**config.mk**
```make
export PLATFORM = sky130hd
export DESIGN_NAME = turn_signal_ctrl
export DESIGN_NICKNAME = d
export VERILOG_FILES = /design/src/rtl/tbird_pkg.sv /design/src/rtl/turn_signal_ctrl_switch_debounce.sv /design/src/rtl/turn_signal_ctrl.sv
export SDC_FILE = /design/constraint.sdc
export NUM_CORES = 1
export LEC_CHECK = 0
export CAP_MARGIN = 5
export CELL_PAD_IN_SITES_DETAIL_PLACEMENT = 1
export CELL_PAD_IN_SITES_GLOBAL_PLACEMENT = 2
export CORE_MARGIN = 4
export CORE_UTILIZATION = 38
export DETAILED_ROUTE_END_ITERATION = 10
export GPL_TIMING_DRIVEN = 0
export PLACE_DENSITY_LB_ADDON = 0.1
export SYNTH_ARGS = -nofsm -noshare
export SYNTH_HDL_FRONTEND = slang
export SYNTH_SLANG_ARGS = --single-unit
```
**constraint.sdc**
```tcl
create_clock -name clock -period 1.9 [get_ports clock]
set_input_delay 0.38 -clock clock [delete_from_list [all_inputs] [get_ports clock]]
set_output_delay 0.38 -clock clock [all_outputs]
set_load 0.02 [all_outputs]
```
**src/rtl/tbird_pkg.sv**
```systemverilog
// Shared definitions for the turn-signal command generator and the tail-light
// sequencer: controller state encoding and default timing constants.
package tbird_pkg;

    typedef enum logic [2:0] {
        IDLE    = 3'd0,
        LEFT    = 3'd1,
        RIGHT   = 3'd2,
        HAZARD  = 3'd3,
        LOCKOUT = 3'd4
    } ctrlState_t;

    localparam int DEFAULT_DEBOUNCE_CYCLES = 4;
    localparam int DEFAULT_CANCEL_CYCLES   = 64;

    function automatic logic isTurn(input ctrlState_t s);
        return (s == LEFT) || (s == RIGHT);
    endfunction

endpackage

```
**src/rtl/turn_signal_ctrl_switch_debounce.sv**
```systemverilog
// Two-flop synchroniser followed by a stability counter; the debounced level
// only follows the synchronised input after DEBOUNCE_CYCLES consecutive mismatches.
module switch_debounce
    import tbird_pkg::*;
#(
    parameter int DEBOUNCE_CYCLES = DEFAULT_DEBOUNCE_CYCLES
) (
    input  logic clock,
    input  logic reset_b,
    input  logic raw,
    output logic debounced
);

    localparam int CW = $clog2(DEBOUNCE_CYCLES);
    localparam logic [CW-1:0] CNT_LAST = CW'(DEBOUNCE_CYCLES - 1);

    logic          syncMeta;
    logic          syncOut;
    logic [CW-1:0] stableCnt;

    always_ff @(posedge clock or negedge reset_b) begin
        if (!reset_b) begin
            syncMeta  <= 1'b0;
            syncOut   <= 1'b0;
            stableCnt <= '0;
            debounced <= 1'b0;
        end else begin
            syncMeta <= raw;
            syncOut  <= syncMeta;
            // Any cycle where the input agrees with the held level restarts the count.
            if (syncOut == debounced) begin
                stableCnt <= '0;
            end else if (stableCnt == CNT_LAST) begin
                debounced <= syncOut;
                stableCnt <= '0;
            end else begin
                stableCnt <= stableCnt + CW'(1);
            end
        end
    end

endmodule

```
**src/rtl/turn_signal_ctrl.sv**
```systemverilog
// Turn-signal command generator: debounces stalk/hazard inputs and drives the
// InL/InR/InH request levels for the tail-light sequencer.
module turn_signal_ctrl
    import tbird_pkg::*;
#(
    parameter int DEBOUNCE_CYCLES = DEFAULT_DEBOUNCE_CYCLES,
    parameter int CANCEL_CYCLES   = DEFAULT_CANCEL_CYCLES,
    parameter int CNT_W           = $clog2(CANCEL_CYCLES)
) (
    input  logic       clock,
    input  logic       reset_b,
    input  logic       sw_left,
    input  logic       sw_right,
    input  logic       btn_hazard,
    output logic       InL,
    output logic       InR,
    output logic       InH,
    output logic [2:0] state,
    output logic       conflict
);

    localparam logic [CNT_W-1:0] TIMER_LAST = CNT_W'(CANCEL_CYCLES - 1);

    logic             dL;
    logic             dR;
    logic             dH;
    logic             hzPrev;
    logic             hzEdge;
    logic             pairLatched;
    logic             conflictNext;
    logic [CNT_W-1:0] turnTimer;
    ctrlState_t       curState;
    ctrlState_t       nextState;

    switch_debounce #(.DEBOUNCE_CYCLES(DEBOUNCE_CYCLES)) uDebLeft (
        .clock     (clock),
        .reset_b   (reset_b),
        .raw       (sw_left),
        .debounced (dL)
    );

    switch_debounce #(.DEBOUNCE_CYCLES(DEBOUNCE_CYCLES)) uDebRight (
        .clock     (clock),
        .reset_b   (reset_b),
        .raw       (sw_right),
        .debounced (dR)
    );

    switch_debounce #(.DEBOUNCE_CYCLES(DEBOUNCE_CYCLES)) uDebHazard (
        .clock     (clock),
        .reset_b   (reset_b),
        .raw       (btn_hazard),
        .debounced (dH)
    );

    assign hzEdge = dH & ~hzPrev;
    assign state  = curState;

    always_comb begin
        nextState    = curState;
        conflictNext = 1'b0;
        case (curState)
            IDLE: begin
                if (hzEdge) begin
                    nextState = HAZARD;
                end else if (dL && !dR) begin
                    nextState = LEFT;
                end else if (dR && !dL) begin
                    nextState = RIGHT;
                end else if (dL && dR && !pairLatched) begin
                    conflictNext = 1'b1;
                end
            end
            LEFT: begin
                if (hzEdge) begin
                    nextState = HAZARD;
                end else if (!dL) begin
                    nextState = IDLE;
                end else if (dR) begin
                    nextState    = IDLE;
                    conflictNext = 1'b1;
                end else if (turnTimer == TIMER_LAST) begin
                    nextState = LOCKOUT;
                end
            end
            RIGHT: begin
                if (hzEdge) begin
                    nextState = HAZARD;
                end else if (!dR) begin
                    nextState = IDLE;
                end else if (dL) begin
                    nextState    = IDLE;
                    conflictNext = 1'b1;
                end else if (turnTimer == TIMER_LAST) begin
                    nextState = LOCKOUT;
                end
            end
            HAZARD: begin
                if (hzEdge) begin
                    nextState = IDLE;
                end
            end
            LOCKOUT: begin
                if (hzEdge) begin
                    nextState = HAZARD;
                end else if (!dL && !dR) begin
                    nextState = IDLE;
                end
            end
            default: nextState = IDLE;
        endcase
    end

    // Request outputs decode the next state so they share the state register's edge.
    always_ff @(posedge clock or negedge reset_b) begin
        if (!reset_b) begin
            curState    <= IDLE;
            InL         <= 1'b0;
            InR         <= 1'b0;
            InH         <= 1'b0;
            conflict    <= 1'b0;
            hzPrev      <= 1'b0;
            pairLatched <= 1'b0;
            turnTimer   <= '0;
        end else begin
            curState    <= nextState;
            InL         <= (nextState == LEFT);
            InR         <= (nextState == RIGHT);
            InH         <= (nextState == HAZARD);
            conflict    <= conflictNext;
            hzPrev      <= dH;
            // Suppresses repeat conflict pulses until the pair is released.
            pairLatched <= dL & dR & (pairLatched | conflictNext);
            if (isTurn(nextState) && (nextState == curState)) begin
                turnTimer <= turnTimer + CNT_W'(1);
            end else begin
                turnTimer <= '0;
            end
        end
    end

endmodule

```
# == After elaboration in Yosys (flattened, before gate mapping) ==
# Index checks and enable logic that the tools add are counted.
# word_totals
ff_bits,30
out_inout_bits,7
word_cells,93
# op_classes
add_sub_neg,4
n_eq_ne,15
muxes,32
bitwise_logic,8
reduce_logical,14
# op_table
op,count
3-bit two-way mux,13
3-bit one-hot mux with 5 select lines,1
"3-bit by 2-bit equality test with 1-bit output, second input constant",4
2-bit two-way mux,6
1-bit two-way mux,10
"2-bit by 1-bit adder with 2-bit output, second input constant",3
"6-bit by 1-bit adder with 6-bit output, second input constant",1
"2-bit equality test, second input constant",3
"3-bit by 1-bit equality test with 1-bit output, second input constant",2
"6-bit equality test, second input constant",1
1-bit logical AND,6
6-bit two-way mux,1
2-bit AND reduction,3
1-bit inverter,4
1-bit bitwise AND,3
1-bit equality test,3
3-bit equality test,1
"3-bit equality test, second input constant",1
1-bit zero test,3
3-bit zero test,1
1-bit one-hot mux with 3 select lines,1
1-bit logical OR,1
1-bit OR,1

# == Depth between registers and ports, before layout ==
# logic_depth
depth_word,10
mapped_depth,6

# == Hierarchy ==
# From an unflattened synthesis, not the netlist that was laid out.
# unflattened
cells_unflattened,121
area_unflattened_um2,1431.4
# by_module_without_submodules
module,instances,cells_each,area_per_inst_um2,seq_area_each_um2
turn_signal_ctrl,1,91,909.6,375.4
switch_debounce,3,10,173.9,125.1

# == Worst setup path before layout ==
# No wires, ideal clock.
# synth_timing
path_kind,register to register
start,register turnTimer[0]
end,register InR
t_arrival_ns,1.297
required_time_ns,1.780
path_slack_ns,0.484
path_stages_with_launch,7
n_path_buf,1
path_cell_list,dfrtp_1 > ha_1 > and3_1 > buf_2 > a31oi_1 > o21ai_0 > and3_1
# synth_via
elab_chain_cells,7
word_cells_on_any_way,10
# synth_rtl
element,line_no,rtl
start: declaration,turn_signal_ctrl.sv:31,logic [CNT_W-1:0] turnTimer;
start signal: assignment,turn_signal_ctrl.sv:135,turnTimer <= turnTimer + CNT_W'(1);
6-bit equality test (*),"turn_signal_ctrl.sv:82, turn_signal_ctrl.sv:94",
3-bit two-way mux (*),"turn_signal_ctrl.sv:82, turn_signal_ctrl.sv:94",
"3-bit two-way mux, on equally long branches","turn_signal_ctrl.sv:91, turn_signal_ctrl.sv:79",
"3-bit two-way mux, on equally long branches","turn_signal_ctrl.sv:89, turn_signal_ctrl.sv:77",
"3-bit two-way mux, on equally long branches","turn_signal_ctrl.sv:87, turn_signal_ctrl.sv:75",
3-bit one-hot mux with 5 select lines (*),turn_signal_ctrl.sv:62,case (curState)
3-bit by 2-bit equality test with 1-bit output (*),turn_signal_ctrl.sv:128,InR <= (nextState == RIGHT);
end signal: assignment,turn_signal_ctrl.sv:128,
end: declaration,turn_signal_ctrl.sv:16,"output logic InR,"
# Mark *: on every way between the ends. The rest lies on a longest branch, timed or not.
# A chain may end at the register's enable or synchronous reset.

# == Final worst setup path ==
# layout_timing
start,"register curState[0], in the netlist state[0]"
end,output port state[0]
# layout_lines
element,line_no,rtl
start: declaration,turn_signal_ctrl.sv:32,ctrlState_t curState;
start signal: assignment,turn_signal_ctrl.sv:126,curState <= nextState;
end: declaration,turn_signal_ctrl.sv:18,"output logic [2:0] state,"
# No word-level cell between the ends.

==> results by group <==
Status
  – Status: completed

GRT
  – First-pass GRT wire length: around 4400 um
  – Tot GR Track Use: 0.1317
  – Total gr overflow: 0
  – Vias in the first global route: 979
  – Initial antenna violation count: 0
  – Largest net degree at the start of global routing: 22

Synth
  – Share of the yosys chip area belonging to registers: 0.5357
  – EDFF count, synth: 0
  – Synth Area in Compound Gates: 0.06875
  – Mapped Area: 1401 um^2
  – Top FF cell, synth: dfrtp_1
  – XOR/XNOR share of the synthesized area: 0.05000
  – Unique masters post-synth: 40
  – Synth async-reset ratio: 1.000
  – Synth Warn #: 0
  – Largest family of logic cells by synthesized area: simple AND/OR/NAND/NOR gates
  – Post-synthesis instance total: approximately 110
  – Register bit total from synthesis: 30
  – Post-synthesis mux area share: 0.05446
  – Synth Area in Simple Gates: 0.2000
  – Post-synthesis adder-cell area fraction: 0.04375
  – Average size of a mapped cell: around 13 um^2
  – Syn_nets: 121

Power and ir drop
  – Design Power: around 2.6 mW
  – Power Density: 1568 nW/um^2
  – Comb power frac: 0.458
  – Sw frac: 0.3617
  – NetSw: 0.9574 mW
  – Clock network fraction of total power: 0.194
  – Cell Int Power: 1.690 mW
  – Max VDD drop: 0.0006580 V
  – Seq pwr share: 0.348
  – Leak: ~0.73 nW

Detailed routing
  – Remaining routing DRC violations: 0
  – Vias/cell: 4.933
  – Routed length on met3: 99 um
  – Met2 routed WL: 1265 um
  – Met1 WL: around 1000 um
  – Drt total wl: 2436 um
  – Post-route ant nets: 0
  – DR iter-0 viols: 17
  – DR pass1 iterations: 4
  – DR top layer: met4
  – DR vias: approximately 880
  – Drt wl/cell: 13.69 um

Clock tree
  – Total CTS buffers: 5
  – CTS Buffer Depth: 2
  – CTS resizes: 0
  – Root buffer cell: clkbuf_8
  – CTS tree: done
  – Postcts setup bufs: 0
  – H-tree levels: 2
  – CTS sink cnt: 30
  – Clock-pin transition on the worst setup and hold timing paths: roughly 0.070 ns
  – Later-pin clock latency in the skew report: 0.27 ns
  – CTS Hold Bufs: 0

STA
  – Final hold vios: 0
  – Final hold slack: 0.3499 ns
  – Slew Viols, Final: 0
  – Tightest Pin Transition: 0.5653 ns
  – Final setup viols: 0
  – FMAX: 596.3 MHz
  – Period utilization: 0.8826
  – Fin crit period: approximately 1.7 ns
  – RSZ-0062 raised after global routing: false
  – Max-slew headroom: 0.6220
  – Post-route setup TNS: 0 ns
  – Clock Skew: about 0.0082 ns

Worst setup path
  – Crit-path cells: clkdlybuf4s50_1
  – Crit Path Category: flop to output pin
  – CP Capture Type: output pin
  – Worst EP required: roughly 1.5 ns
  – Critical-path top delay cell: clkdlybuf4s50_1
  – CP Launch Type: flop
  – Largest stage delay on the critical path: 0.62 ns
  – Crit path max-delay family: buffers and inverters
  – Max FO, Critical Path: 4
  – Buf/Inv on CP: 1
  – Crit path DAT: 1.30 ns
  – R2R Setup Slk: 0.27 ns

Layout
  – Fin cells: 178
  – Nets: 140
  – Layout cell share with drive strength beyond 1: 0.2273
  – Syn-to-layout area delta: 20.45%
  – Antenna cells: 0
  – Final Util: 0.4904

Placed design
  – Post-DP HPWL: roughly 1800 um
  – Port buffer count: 11
  – Placed Instances: 170
  – GP Congestion: roughly 0.74

Floorplanning
  – Die W: ~70 um
  – Core area: between 3000 and 4000 um^2
  – Ports: 12
  – Rows: 21
  – Die area: 4723 um^2
  – Initial core utilization: 0.4071
  – Die height: 68.73 um

Worst hold path
  – Worst hold path class: flop to flop

Job
  – Max Cap Violations: 0
power by group through the flow:
stage	clock [mW]	combinational, mW	sequential (mW)
2_1_floorplan	0	0.843	0.982
3_3_place_gp	0	1.20	0.922
3_5_place_dp	0	1.24	0.934
4_1_cts	0.530	1.24	0.924
5_1_grt	0.569	1.34	0.943
6_report	0.514	1.21	0.920
final timing paths:
check | from | endpoint | cells after the start
min in group asynchronous | reset_b | state[2] | 1
worst max register to register | turnTimer[0] | turnTimer[5] | 6
worst max-delay path | state[0] | state[0] | 1
worst min register to register | uDebLeft.syncMeta | uDebLeft.syncOut | 0
worst min-delay path | uDebLeft.syncMeta | uDebLeft.syncOut | 0
max in group asynchronous | reset_b | uDebHazard.stableCnt[1] | 2
registers in the layout, indices dropped and copies added, names as in the netlist, 2 cells and up:
| signal | count |
|---|---|
| state | 3 |
| turnTimer | 6 |
| uDebHazard.stableCnt | 2 |
| uDebLeft.stableCnt | 2 |
| uDebRight.stableCnt | 2 |
cells by family after synthesis:
family / after synthesis
XOR/XNOR: 8
flip-flops: 30
multiplexers: 6
AND/OR/NAND/NOR: 43
adder cells (fa/ha/maj): 5
buffers and inverters: 8
AO/OA/AOI/OAI: 12
area by class of cell:
cell class | instances | area [um^2]
Sequential cell | 30 | 750.7
Inverter | 1 | 3.754
Multi-Input combinational cell | 74 | 584.3
Fill cell | 377 | 1754
Clock buffer | 7 | 86.33
Buffer | 7 | 62.56
Clock inverter | 1 | 5.005
Timing Repair Buffer | 12 | 137.6
Tap cell | 46 | 57.56
synthesized netlist by cell type (all sizes together) (3+ instances only):
master / count / area (um^2)
dfrtp: 30 / 750.7
a21oi: 3 / 18.77
ha: 4 / 50.05
nor2: 6 / 25.03
mux2: 3 / 33.78
xnor2: 6 / 52.55
nor3: 9 / 50.05
nand2: 8 / 30.03
nand2b: 3 / 26.27
buf: 6 / 55.05
nor3b: 4 / 51.30
mux2i: 3 / 42.54
stage by stage:
step,setup WS (ns),cell area [um^2]
finish,0.2231,1688
global route,0.1079,1688
CTS,0.1992,1688
detailed placement,0.2524,1597
global placement,-0.06549,1569
floorplan,0.4838,1401
placed cells by master, fill, tap and decap left out, drive strengths merged, types with 2 or more instances in the layout:
cell	n
nor3b	4
nand4	2
buf	7
nand2b	3
a21oi	3
clkbuf	8
nor3	9
o21ai	2
mux2	3
and2b	2
nand2	8
nor2	6
nand3	2
xor2	2
and3	2
clkdlybuf4s50	11
xnor2	6
ha	4
mux2i	3
nor2b	2
dfrtp	30
per-layer routing:
layer  track usage  up-vias
met1        0.1525      443
met5             0        -
met3       0.04376        2
met2        0.2205       13
li1              -      420
met4       0.05839        0
Note: power is estimated with default switching activity, not from simulation.
